$ cat src/rtl/hadamard_sched.sv
// hadamard_sched: frame scheduler feeding a fixed-latency complex Hadamard core, with a credit-limited output FIFO.
module hadamard_sched #(
  parameter int formatWidth = 9,
  parameter int LATENCY     = 5,
  parameter int NUM_GROUPS  = 4,
  parameter int FIFO_DEPTH  = 8
) (
  input  logic                                  clk,
  input  logic                                  rst,
  input  logic                                  start,
  input  logic                                  in_valid,
  output logic                                  in_ready,
  input  logic [formatWidth*4-1:0]              in_real,
  input  logic [formatWidth*4-1:0]              in_imag,
  output logic [$clog2(NUM_GROUPS)-1:0]         tw_addr,
  input  logic [formatWidth*4-1:0]              tw_real,
  input  logic [formatWidth*4-1:0]              tw_imag,
  output logic                                  core_rst_n,
  output logic [formatWidth*4-1:0]              core_in_real,
  output logic [formatWidth*4-1:0]              core_in_imag,
  output logic [formatWidth*4-1:0]              core_tw_real,
  output logic [formatWidth*4-1:0]              core_tw_imag,
  input  logic [formatWidth*4-1:0]              core_out_real,
  input  logic [formatWidth*4-1:0]              core_out_imag,
  output logic                                  out_valid,
  input  logic                                  out_ready,
  output logic [formatWidth*4-1:0]              out_real,
  output logic [formatWidth*4-1:0]              out_imag,
  output logic                                  out_last,
  output logic                                  busy,
  output logic                                  done
);
  localparam int W   = formatWidth * 4;
  localparam int GW  = $clog2(NUM_GROUPS);
  localparam int CW  = $clog2(LATENCY + 2);
  localparam int PW  = $clog2(FIFO_DEPTH);
  localparam int FCW = $clog2(FIFO_DEPTH + 1);
  typedef enum logic [1:0] {IDLE, ISSUE, DRAIN, DONE} state_t;
  state_t state;
  logic [GW-1:0] grp;
  logic [LATENCY:0] sr_v, sr_l;
  logic [CW-1:0] inflight;
  logic [W-1:0] fr [FIFO_DEPTH];
  logic [W-1:0] fi [FIFO_DEPTH];
  logic fl [FIFO_DEPTH];
  logic [PW-1:0] rp, wp;
  logic [FCW-1:0] fifo_count;
  logic accept, push, pop, last_grp;
  assign accept     = in_valid && in_ready;
  assign push       = sr_v[LATENCY];
  assign pop        = out_valid && out_ready;
  assign last_grp   = grp == GW'(NUM_GROUPS - 1);
  assign tw_addr    = grp;
  assign core_rst_n = ~rst;
  assign out_valid  = fifo_count != '0;
  assign out_real   = fr[rp];
  assign out_imag   = fi[rp];
  assign out_last   = out_valid && fl[rp];
  always_comb begin
    inflight = '0;
    for (int i = 0; i <= LATENCY; i++) inflight = inflight + CW'(sr_v[i]);
  end
  // The core cannot stall, so issue only while every in-flight group is guaranteed a FIFO slot.
  assign in_ready = (state == ISSUE) && (int'(inflight) + int'(fifo_count) < FIFO_DEPTH);
  always_ff @(posedge clk or posedge rst) begin
    if (rst) begin
      state <= IDLE;
      grp   <= '0;
      busy  <= 1'b0;
      done  <= 1'b0;
    end else begin
      case (state)
        IDLE: if (start) begin
          state <= ISSUE;
          grp   <= '0;
          busy  <= 1'b1;
        end
        ISSUE: if (accept) begin
          grp <= last_grp ? '0 : grp + GW'(1);
          if (last_grp) state <= DRAIN;
        end
        DRAIN: if (pop && out_last) begin
          state <= DONE;
          done  <= 1'b1;
        end
        DONE: begin
          state <= IDLE;
          busy  <= 1'b0;
          done  <= 1'b0;
        end
      endcase
    end
  end
  always_ff @(posedge clk or posedge rst) begin
    if (rst) begin
      sr_v         <= '0;
      sr_l         <= '0;
      core_in_real <= '0;
      core_in_imag <= '0;
      core_tw_real <= '0;
      core_tw_imag <= '0;
      rp           <= '0;
      wp           <= '0;
      fifo_count   <= '0;
    end else begin
      sr_v         <= {sr_v[LATENCY-1:0], accept};
      sr_l         <= {sr_l[LATENCY-1:0], accept && last_grp};
      core_in_real <= accept ? in_real : '0;
      core_in_imag <= accept ? in_imag : '0;
      core_tw_real <= accept ? tw_real : '0;
      core_tw_imag <= accept ? tw_imag : '0;
      if (push) wp <= (wp == PW'(FIFO_DEPTH - 1)) ? '0 : wp + PW'(1);
      if (pop) rp <= (rp == PW'(FIFO_DEPTH - 1)) ? '0 : rp + PW'(1);
      fifo_count <= fifo_count + FCW'(push) - FCW'(pop);
    end
  end
  always_ff @(posedge clk) begin
    if (push) begin
      fr[wp] <= core_out_real;
      fi[wp] <= core_out_imag;
      fl[wp] <= sr_l[LATENCY];
    end
  end
  a_no_push_full: assert property (@(posedge clk) disable iff (rst) !(push && fifo_count == FCW'(FIFO_DEPTH)));
endmodule

$ cat config.mk
export PLATFORM = sky130hd
export DESIGN_NAME = hadamard_sched
export DESIGN_NICKNAME = d
export VERILOG_FILES = /design/src/rtl/hadamard_sched.sv
export SDC_FILE = /design/constraint.sdc
export NUM_CORES = 1
export LEC_CHECK = 0
export BUFFER_PORTS_ARGS = -buffer_cell sky130_fd_sc_hd__buf_2
export CAP_MARGIN = 0
export CELL_PAD_IN_SITES_DETAIL_PLACEMENT = 1
export CELL_PAD_IN_SITES_GLOBAL_PLACEMENT = 1
export CORE_MARGIN = 4
export CORE_UTILIZATION = 30
export CTS_BUF_LIST = sky130_fd_sc_hd__clkbuf_2 sky130_fd_sc_hd__clkbuf_4 sky130_fd_sc_hd__clkbuf_8
export CTS_CLUSTER_DIAMETER = 80
export DETAILED_ROUTE_END_ITERATION = 7
export PLACE_DENSITY = 0.58
export SYNTH_ARGS = -nofsm -noshare
export SYNTH_HDL_FRONTEND = slang
export SYNTH_SLANG_ARGS = --single-unit
$ cat constraint.sdc
create_clock -name clk -period 7.99 [get_ports clk]
set_input_delay 0.3995 -clock clk [delete_from_list [all_inputs] [get_ports clk]]
set_output_delay 0.3995 -clock clk [all_outputs]
set_load 0.02 [all_outputs]
; Yosys cells after proc, flatten, opt, wreduce, memory -nomap -nowiden
; Memories as Yosys holds them, arrays and structs flattened.
; Cells that the tools add are included.
[totals]
reg_bits = 172
ram_bits = 584
inputBits = 221
out_inout_bits = 224
memories = 3
[op_classes]
add_sub_neg = 11
magnitude_cmp = 1
n_eq_ne = 10
muxes = 21
bitwise = 1
reduce_logical = 15
[mem_list]
columns = name, words, width, rd, rd_clocked_by_memory_dff, write_ports, line
row1 = fi, 8, 36, 1, 0, 1, 44  ; logic [W-1:0] fi [FIFO_DEPTH];
row2 = fr, 8, 36, 1, 0, 1, 43  ; logic [W-1:0] fr [FIFO_DEPTH];
row3 = fl, 8, 1, 1, 0, 1, 45  ; logic fl [FIFO_DEPTH];
[ops]
columns = operator, count
row1 = $mux 36, 4
row2 = $mux 2, 7
row3 = $add 3x1->3, 3
row4 = $ne 2x2->1 const B, 4
row5 = $pmux 2 s4, 1
row6 = $add 3x1->3 const B, 2
row7 = $eq 2x2->1 const B, 3
row8 = $eq 3x3->1 const B, 2
row9 = $logic_and 1x1->1, 6
row10 = $mux 3, 2
row11 = $reduce_bool 2->1, 3
row12 = $add 3x4->5, 1
row13 = $lt 5x4->1 const B, 1
row14 = $add 4x1->4, 1
row15 = $mux 1, 4
row16 = $pmux 1 s2, 2
row17 = $pmux 2 s2, 1
row18 = $reduce_and 2->1, 2
row19 = $reduce_and 4->1, 1
row20 = $reduce_bool 4->1, 1
row21 = $sub 4x1->4, 1
row22 = $add 2x1->3, 1
row23 = $reduce_and 3->1, 1
row24 = $add 1x1->2, 1
row25 = other kinds (4), 4

; Longest topological paths before layout
; Gate-level depths: netlist of run 1.
[logic_depth]
word_depth = 11
depth_mapped = 12
depth_no_buf = 11

; Least setup slack after synthesis of run 1
; No wires, ideal clock.
[synth_timing]
path_type = register to register
start = register wp[0]
end = memory fi[0][0] (netlist bit) (enable)
t_arrival_ns = 5.544
required_ns = 7.396
slack_ns = 1.852
stages_incl_launch_ff = 3
synth_period_minus_slack_ns = 6.138
path_cell_list = dfrtp_1 > nand2b_1 > nor3_1
[synth_rtl]
columns = element, line
row1 = "start, declared", 46  ; logic [PW-1:0] rp, wp;
row2 = "start signal, assigned", 112  ; if (push) wp <= (wp == PW'(FIFO_DEPTH - 1)) ? '0 : wp + PW'(1);
row3 = "end, declared", 44
; Straight into the memory's write port.

; Worst setup path in the final report of run 1
[layout_timing]
start = register rp[0]
end = output out_imag[12]
[layout_via]
elab_chain_cells = 1
[layout_lines]
columns = element, line
row1 = "start, declared", 46
row2 = "start signal, assigned", 113  ; if (pop) rp <= (rp == PW'(FIFO_DEPTH - 1)) ? '0 : rp + PW'(1);
row3 = $mem_v2 8x36, n/a
row4 = "end, declared", 28  ; output logic [formatWidth*4-1:0] out_imag,
; No other way between the ends.

==> flow_summary.yaml, run 1 <==
route:
  viasPerCell: 4.49
  firstDrtPassIters: 4
  drt-total-wl_um: 77000
  wl_per_cell_um: 22.7
  ant_nets: 0
  drc: 0
  drt_iter0_drc: 862
  vias: 15221
floorplanning:
  core_area_sq_um: 91900
  io_pins: 445
  row_count: 111
  initial_core_util_pct: 30.4
  die-area_sq_um: 98000
  die_w_um: 313
  die_h_um: 313
finish:
  utilization_pct: 39.8
  final_cell_area_sq_um: 36600
  final_common_cell: "edfxtp_1"
  final_cell_mix: "584 x edfxtp_1, 444 x buf_2, 218 x dlygate4sd3_1, 169 x dfrtp_1, 151 x clkbuf_8"
  syn2layout_area_growth_pct: 31.0
  final_cells: 3393
  fin_nets: 2289
  layout-drive-gt1-share_pct: 42.7
cts:
  cts_made_buffers: 135
  cts.clk_slew.worst_paths_ns: 0.06
  post_cts_buffers: 0
  clk_latency_ns: 0.77
  root_buffer: "clkbuf_8"
  htree_levels: 4
  clockBufferDepth: 3
  cts_tree: "yes"
  cts.sinks: 756
pwr:
  p_clk_share_pct: 31.8
  p_per_area_nw_per_um2: 310
  p_leak_uw: 0.0141
  ir_drop_mv: 0.192
  comb_power_share_pct: 26.6
  switching_share_pct: 30.3
  intPower_uw: 7890
  p_seq_share_pct: 41.7
  p_switching_uw: 3430
global_route:
  grt_pass1_vias: 17788
  overflow: 0
  grt_usage_pct: 15.9
  grt_pass1_wl_um: 115000
  grt_max_degree: 105
  antenna_found_initial: 6
run:
  maxCapViolations: 0
worst_hold_path:
  hp-start: "in_valid"
  hp-class: "in2reg"
  min_path_cells: 4
  worstHoldEndpoint: "state[0]$_DFFE_PP0P_"
setup_path:
  worstPathArrival_ns: 4.02
  path_cells: "buf_12 -> buf_4 -> mux4_2 -> mux2_2 -> buf_2"
  start_kind: "flip-flop"
  endpoint_kind: "output port"
  worstPathBufferInverterCount: 3
  crit_slowest_cell: "dfrtp_4"
  crit_family: "buffers and inverters"
  worstReg2RegEnd: "core_tw_real[4]$_DFF_PP0_"
  cp.required_ns: 7.59
  r2r-start: "sr_v[0]$_DFF_PP0_"
  cp_slowest_stage_delay_ns: 0.85
  reg2reg_depth: 9
  crit_type: "reg2out"
  rrSetupSlack_ns: 4.36
  path_max_fanout: 83
sta:
  hold_viol: 0
  max_freq_ghz: 0.226
  min_period_ns: 4.42
  final.setup.tns_ns: 0
  setup_ws_ns: 3.57
  relSlewSlack_pct: 24.7
  setup_viol: 0
  slew_viol_final: 0
  worst_slew_pin_slew_ns: 1.13
  skew_ns: 0.0391
  rsz0062_at_grt: "false"
  min_period_over_period_pct: 55.3
run_status:
  outcome: "complete, no violations"
synthesis:
  netlist_instances: 1281
  synth_top_cell_area_share_pct: 62.8
  syn_area_sq_um: 27900
  ys_seq_elements: 756
  yosys_warnings: 0
  ys_seq_area_share_pct: 78.3
  syn_avg_cell_area_sq_um: 21.8
  synth_nets: 1523
  ys_types: 40
  synth_area_leaders: "edfxtp_1 63%, dfrtp_1 15%, mux4_2 12%, and2_1 3.3%, mux2_2 3.0%"
  synth_area_leader_cell: "edfxtp_1"
place:
  placed_area_sq_um: 31700
  placedCellCount: 2935
  dp_slack_ns: 4.07
  port_buffers: 444
  gp_congestion: 0.859
  post-dp-hpwl_um: 45500
## flip-flops by register name, indices dropped and copies added (netlist names)
name	cells
core_in_real	36
fl	8
wp	3
fifo_count	4
core_tw_imag	36
fr	288
tw_addr	2
rp	3
done	1
state	2
sr_v	6
core_in_imag	36
fi	288
core_tw_real	36
sr_l	6
busy	1
## power by group through the flow
stage | registers [uW] | clock network (uW) | logic, uW
after floorplan | 4720 | 0 | 2080
after global placement | 4800 | 0 | 2960
after detailed placement | 4810 | 0 | 2990
after CTS | 4730 | 3750 | 3090
after global routing | 4750 | 3950 | 3260
final | 4720 | 3600 | 3010
## worst min-delay path, cell delays in order
cell and delay [ns]:
buf_2 0.10, nand3b_1 0.07, o31ai_1 0.10, a22oi_1 0.16
## logic make-up after synthesis
family / synth area share, %
AOI/OAI and AO/OA: 0.511
adders and majority gates: 1.02
and+or+nand+nor: 3.85
buffers and inverters: 1.32
muxes: 15.0
xor gates and xnor gates: 0.0628
DFF: 78.3
## synthesized netlist by cell type (all sizes together)
master and instances:
nor4 1, nand2b 3, o21a 2, a211oi 1
mux2i 3, nor4bb 1, nor2 9, mux2 75
xnor2 1, xor2 1, ha 18, a21oi 1
dfrtp 172, mux4 146, a21o 2, fa 3
nand3b 1, buf 32, a22oi 1, o2111ai 1
inv 20, o22ai 1, a32oi 2, a31oi 1
o21ai 7, and2 145, nor2b 1, edfxtp 584
o31ai 1, nand2 13, clkbuf 26, and2b 1
or3b 1, nor3 4
## through the flow
step / power (uW) / hold WS, ns
finish: 11300 / 0.146
global route: 12000 / 0.0709
CTS: 11600 / 0.0327
detailed placement: 7800 / 0.336
global placement: 7760 / 0.337
floorplan: 6800 / 0.331
## how the worst max path moves through the flow
| stage | startpoint | end | cells after the start |
|---|---|---|---|
| 2_1_floorplan | wp[0]$_DFFE_PP0P_ | fi[0][0]$_DFFE_PP_ | 2 |
| 3_3_place_gp | rp[0]$_DFFE_PP0P_ | out_imag[7] | 5 |
| 3_5_place_dp | rp[0]$_DFFE_PP0P_ | out_imag[12] | 5 |
| 4_1_cts | rp[0]$_DFFE_PP0P_ | out_imag[12] | 5 |
| 5_1_grt | rp[0]$_DFFE_PP0P_ | out_imag[12] | 5 |
| 6_report | rp[0]$_DFFE_PP0P_ | out_imag[12] | 5 |
## final cells by class
type	count	area, sq um
antenna	4	10.0
clock buffer	189	2360
sequential	756	21900
multi-input combinational	447	5760
tap	1243	1560
timing repair buffer	687	4600
clock inverter	47	340
fill	9105	55400
inverter	20	80.1
## per-layer routing
layer  vias up  track usage [%]  part of all wire (%)
li1       6589                -                     -
met1      7963             18.9                    39
met2       545             26.8                    50
met3       124             5.40                   7.6
met4         0             6.32                   3.2
met5         -                0                     0
## what timing repair did
item                      in CTS  in global routing
hold endpoints to repair     818                  0
resized for setup              0                  0
hold buffers                 218                  0
Power figures use the tool's default switching activity.
==> run 2, diff against run 1 <==
Settings changed: PLACE_DENSITY 0.58 to 0.6.
Clock period 7.99 ns to 4 ns, I/O delays scaled along.
==> run 2 against run 1 <==
Effect of this change: register-to-register slack worse by 3.6 ns; total power up 100%; combinational power up 110%; final cell count up 0.12%; count of clock-buffer cells in the layout up 6; clock power up 96%.
==> flow_summary.yaml, run 2 (synthesis gave the netlist of run 1 again) <==
worst_hold_path:
  hp-start: "tw_imag[15]"
  hp-class: "in2reg"
  min_path_cells: 3
sta:
  rsz0062_at_grt: "false"
  setup_ws_ns: 0.366
  slew_viol_final: 0
  min_period_ns: 3.63
  setup_viol: 0
  max_freq_ghz: 0.275
  skew_ns: 0.0310
  hold_viol: 0
  min_period_over_period_pct: 90.8
  worst_slew_pin_slew_ns: 1.07
  relSlewSlack_pct: 28.9
  hold_ws_ns: 0.171
setup_path:
  path_cells: "fa_1 -> inv_1 -> fa_1 -> inv_1 -> ha_1 -> a211oi_2 -> nor2_1 -> nor4_2 -> buf_2"
  reg2reg_depth: 9
  cp.required_ns: 3.80
  endpoint_kind: "output port"
  start_kind: "flip-flop"
  cp_slowest_stage_delay_ns: 0.55
  path_max_fanout: 2
  r2r-start: "sr_v[0]$_DFF_PP0_"
  startpoint: "sr_v[0]$_DFF_PP0_"
  cp_num_cells: 9
  crit_family: "adder cells"
  crit_slowest_cell: "fa_1"
  worstPathBufferInverterCount: 3
  worstPathArrival_ns: 3.43
  crit_type: "reg2out"
route:
  wl_per_cell_um: 22.6
  drt_iter0_drc: 886
  firstDrtPassIters: 4
  viasPerCell: 4.50
  drt-total-wl_um: 76800
  ant_nets: 0
  vias: 15271
  drc: 0
finish:
  reg_top3: "fi (288), fr (288)"
  syn2layout_area_growth_pct: 31.8
  fin_nets: 2295
  final_cell_mix: "584 x edfxtp_1, 444 x buf_2, 220 x dlygate4sd3_1, 169 x dfrtp_1, 147 x clkbuf_8"
  layout-drive-gt1-share_pct: 43.1
  final_common_cell: "edfxtp_1"
  final_cells: 3397
global_route:
  grt_pass1_wl_um: 115000
  grt_pass1_vias: 17988
  grt_max_degree: 173
  antenna_found_initial: 3
  overflow: 0
  grt_usage_pct: 15.9
pwr:
  ir_drop_mv: 0.287
  p_per_area_nw_per_um2: 617
  p_leak_uw: 0.0141
  total_power_uw: 22700
place:
  placedCellCount: 2941
  dp_slack_ns: 0.745
  gp_congestion: 0.829
  post-dp-hpwl_um: 44900
  port_buffers: 444
cts:
  cts_tree: "yes"
  cts_made_buffers: 133
  clk_latency_ns: 0.77
  clockBufferDepth: 3
  cts.clk_slew.worst_paths_ns: 0.06
  root_buffer: "clkbuf_8"
  cts.sinks: 756
  htree_levels: 4
  post_cts_buffers: 0
floorplanning:
  initial_core_util_pct: 30.4
  die_w_um: 313
  die-area_sq_um: 98000
  die_h_um: 313
  core_area_sq_um: 91900
  io_pins: 445
  row_count: 111
run_status:
  outcome: "complete, no violations"
run:
  maxCapViolations: 0
run 2: cell count changes in the layout (fill, tap and decap cells not counted), sizes merged:
| cell | delta |
|---|---|
| buf | +6 |
| clkbuf | +6 |
| inv | -3 |
| clkinv | -5 |
| clkinvlp | +2 |
| diode | -2 |
| dlygate4sd3 | +2 |
| bufinv | -2 |
run 2: worst paths after layout:
check | slack [ns] | end
max | 0.37 | in_ready
min in group asynchronous | 0.30 | core_tw_real[5]$_DFF_PP0_
max reg2reg | 0.74 | core_tw_imag[23]$_DFF_PP0_
min | 0.17 | core_tw_imag[15]$_DFF_PP0_
min reg2reg | 0.33 | sr_l[5]$_DFF_PP0_
max in group asynchronous | 2.87 | rp[0]$_DFFE_PP0P_
run 2: power breakdown:
part	switching (uW)	internal [uW]
clock network	3100	3950
registers	368	8910
logic	3420	2940
total	6880	15800
run 2: layout make-up:
class	count	area [sq um]
fill	9173	55200
timing repair buffer	695	4860
clock inverter	39	263
sequential	756	21900
tap	1243	1560
inverter	20	78.8
antenna	2	5.00
clock buffer	195	2380
multi-input combinational	447	5780
run 2: routing by layer:
metal	track usage, %	up-vias	share of wire [%]
met3	5.44	125	7.6
met4	6.07	0	3.0
met5	0	-	0
met2	27.2	556	51
li1	-	6601	-
met1	18.5	7989	38
run 2: per-stage QoR:
step	setup TNS [ns]	area, sq um	util, %
after floorplan	-49.93	27900	-
after global placement	0	31900	34.7
after detailed placement	0	31900	34.7
after CTS	0	36800	40.0
after global routing	0	36800	40.0
final	0	36800	40.0
run 2: tightest hold or removal path, cell delays in order:
cell	delay, ns
dlygate4sd3_1	0.51
buf_2	0.09
and2_1	0.10
run 2: repair_timing:
| item | 4_1_cts | 5_1_grt |
|---|---|---|
| hold endpoints to repair | 901 | 0 |
| resized for setup | 1 | 0 |
| hold buffers | 220 | 0 |
| endpoints found under the setup margin | 1 | 0 |
==> run 3, diff against run 2 <==
Settings changed: PLACE_DENSITY 0.6 to 0.63.
==> run 3 against run 2 <==
Effect of this change: clock power increased by 0.9%; critical path depth unchanged; sequential share of layout area decreased by 0.099 points; clock skew decreased by 0.0041 ns; die area unchanged; count of clock-buffer cells in the layout decreased by 12; register-to-register slack about the same; hold slack got worse by 0.020 ns; first-iteration DRC count increased by 6.8%; largest cell class unchanged; largest power group unchanged.
==> flow_summary.yaml, run 3 (synthesis gave the netlist of run 1 again) <==
pwr:
  total_power_uw: 22600
  ir_drop_mv: 0.363
  p_leak_uw: 0.0141
  p_per_area_nw_per_um2: 614
route:
  drt-total-wl_um: 75700
  wl_per_cell_um: 22.3
  vias: 15197
  viasPerCell: 4.47
  met3WireLength_um: 5570
  firstDrtPassIters: 4
  ant_nets: 0
  drc: 0
  wl_met1_um: 29100
  wl_met2_um: 38700
  drt_iter0_drc: 946
  highest_layer: "met5"
finish:
  fin_nets: 2293
  reg_top3: "fi (288), fr (288)"
  multi_input_area_sq_um: 5770
  final_cell_mix: "584 x edfxtp_1, 444 x buf_2, 220 x dlygate4sd3_1, 169 x dfrtp_1, 146 x mux4_2"
  num-fill-cells: 9163
  regArea_sq_um: 21900
  final_cell_area_sq_um: 36800
  final_common_cell: "edfxtp_1"
  syn2layout_area_growth_pct: 32.0
  layout-drive-gt1-share_pct: 43.2
place:
  post-dp-hpwl_um: 44800
  placed_area_sq_um: 32000
  gp_congestion: 0.841
  dp_slack_ns: 0.772
  port_buffers: 444
setup_path:
  cp-endpoint: "in_ready"
  reg2reg_depth: 10
  worstReg2RegEnd: "tw_addr[0]$_DFFE_PP0P_"
  endpoint_kind: "output port"
  startpoint: "sr_v[0]$_DFF_PP0_"
  r2r-start: "sr_v[0]$_DFF_PP0_"
  cp.required_ns: 3.80
  worstPathArrival_ns: 3.48
  path_max_fanout: 2
  rrSetupSlack_ns: 0.73
  crit_type: "reg2out"
  start_kind: "flip-flop"
cts:
  cts_made_buffers: 133
  cts_tree: "yes"
  root_buffer: "clkbuf_8"
  htree_levels: 4
  clockBufferDepth: 3
  cts.clk_slew.worst_paths_ns: 0.07
  cts.sinks: 756
  clk_latency_ns: 0.78
  post_cts_buffers: 0
global_route:
  overflow: 0
  antenna_found_initial: 5
  grt_pass1_vias: 17853
  grt_usage_pct: 15.7
  grt_max_degree: 91
  grt_pass1_wl_um: 114000
sta:
  worst_slew_pin_slew_ns: 1.02
  relSlewSlack_pct: 31.8
  final.setup.tns_ns: 0
  hold_viol: 0
  min_period_over_period_pct: 92.0
  min_period_ns: 3.68
  setup_viol: 0
  setup_ws_ns: 0.322
  skew_ns: 0.0269
  slew_viol_final: 0
  max_freq_ghz: 0.272
  rsz0062_at_grt: "false"
  hold_ws_ns: 0.151
worst_hold_path:
  hp-class: "in2async"
floorplanning:
  row_count: 111
  core_area_sq_um: 91900
  die_w_um: 313
  io_pins: 445
  die_h_um: 313
  die-area_sq_um: 98000
  initial_core_util_pct: 30.4
run_status:
  outcome: "complete, no violations"
run:
  maxCapViolations: 0
==> run 3: changes by cell type in the layout (fill, tap and decap cells not counted), sizes merged <==
cell	before	now
inv	24	29
clkbuf	195	183
bufinv	2	4
diode	2	3
buf	475	473
clkinv	27	35
==> run 3: per-stage QoR <==
stage                     std cells  util [%]
after floorplan                1281         -
after global placement         2939      34.8
after detailed placement       2939      34.8
after CTS                      3396      40.1
after global routing           3399      40.1
final                          3399      40.1
==> run 3: worst min-delay path by stage <==
stage,to,startpoint,cells after the start,slack [ns]
6_report,core_tw_imag[7]$_DFF_PP0_,rst,3,0.15
5_1_grt,core_in_real[28]$_DFF_PP0_,in_real[28],3,0.1
4_1_cts,core_in_imag[6]$_DFF_PP0_,in_imag[6],3,0.04
3_5_place_dp,sr_l[4]$_DFF_PP0_,sr_l[3]$_DFF_PP0_,0,0.34
3_3_place_gp,sr_l[4]$_DFF_PP0_,sr_l[3]$_DFF_PP0_,0,0.33
2_1_floorplan,fi[0][0]$_DFFE_PP_,core_out_imag[0],0,0.30
==> run 3: cell type report <==
class | instances | share of cell area (%)
antenna | 3 | 0.0204
inverter | 20 | 0.214
tap | 1243 | 4.22
sequential | 756 | 59.3
timing repair buffer | 693 | 13.3
clock buffer | 183 | 6.14
multi-input combinational | 447 | 15.7
clock inverter | 54 | 1.12
==> run 3: critical path, stage by stage (launching register included) <==
cell and delay [ns]:
dfrtp_1 0.40, fa_1 0.55, inv_1 0.05, fa_1 0.48
inv_1 0.04, ha_1 0.27, a211oi_2 0.24, nor2_1 0.11
nor4_1 0.31, buf_2 0.26
==> run 3: what timing repair did <==
item	in CTS	in global routing
hold buffers	220	0
hold endpoints to repair	758	0
resized for setup	0	0
==> run 3: power by group <==
part           internal [uW]  leakage, uW  total (uW)  switching (uW)
clock network           3960      0.00142        7110            3150
registers               8910      0.00760        9330             419
logic                   2870      0.00511        6200            3330
==> run 3: per-layer routing <==
metal | vias to the layer above | GRT usage, %
li1 | 6605 | -
met1 | 7921 | 18.1
met2 | 543 | 27.1
met3 | 126 | 5.40
met4 | 2 | 5.71
met5 | - | 0
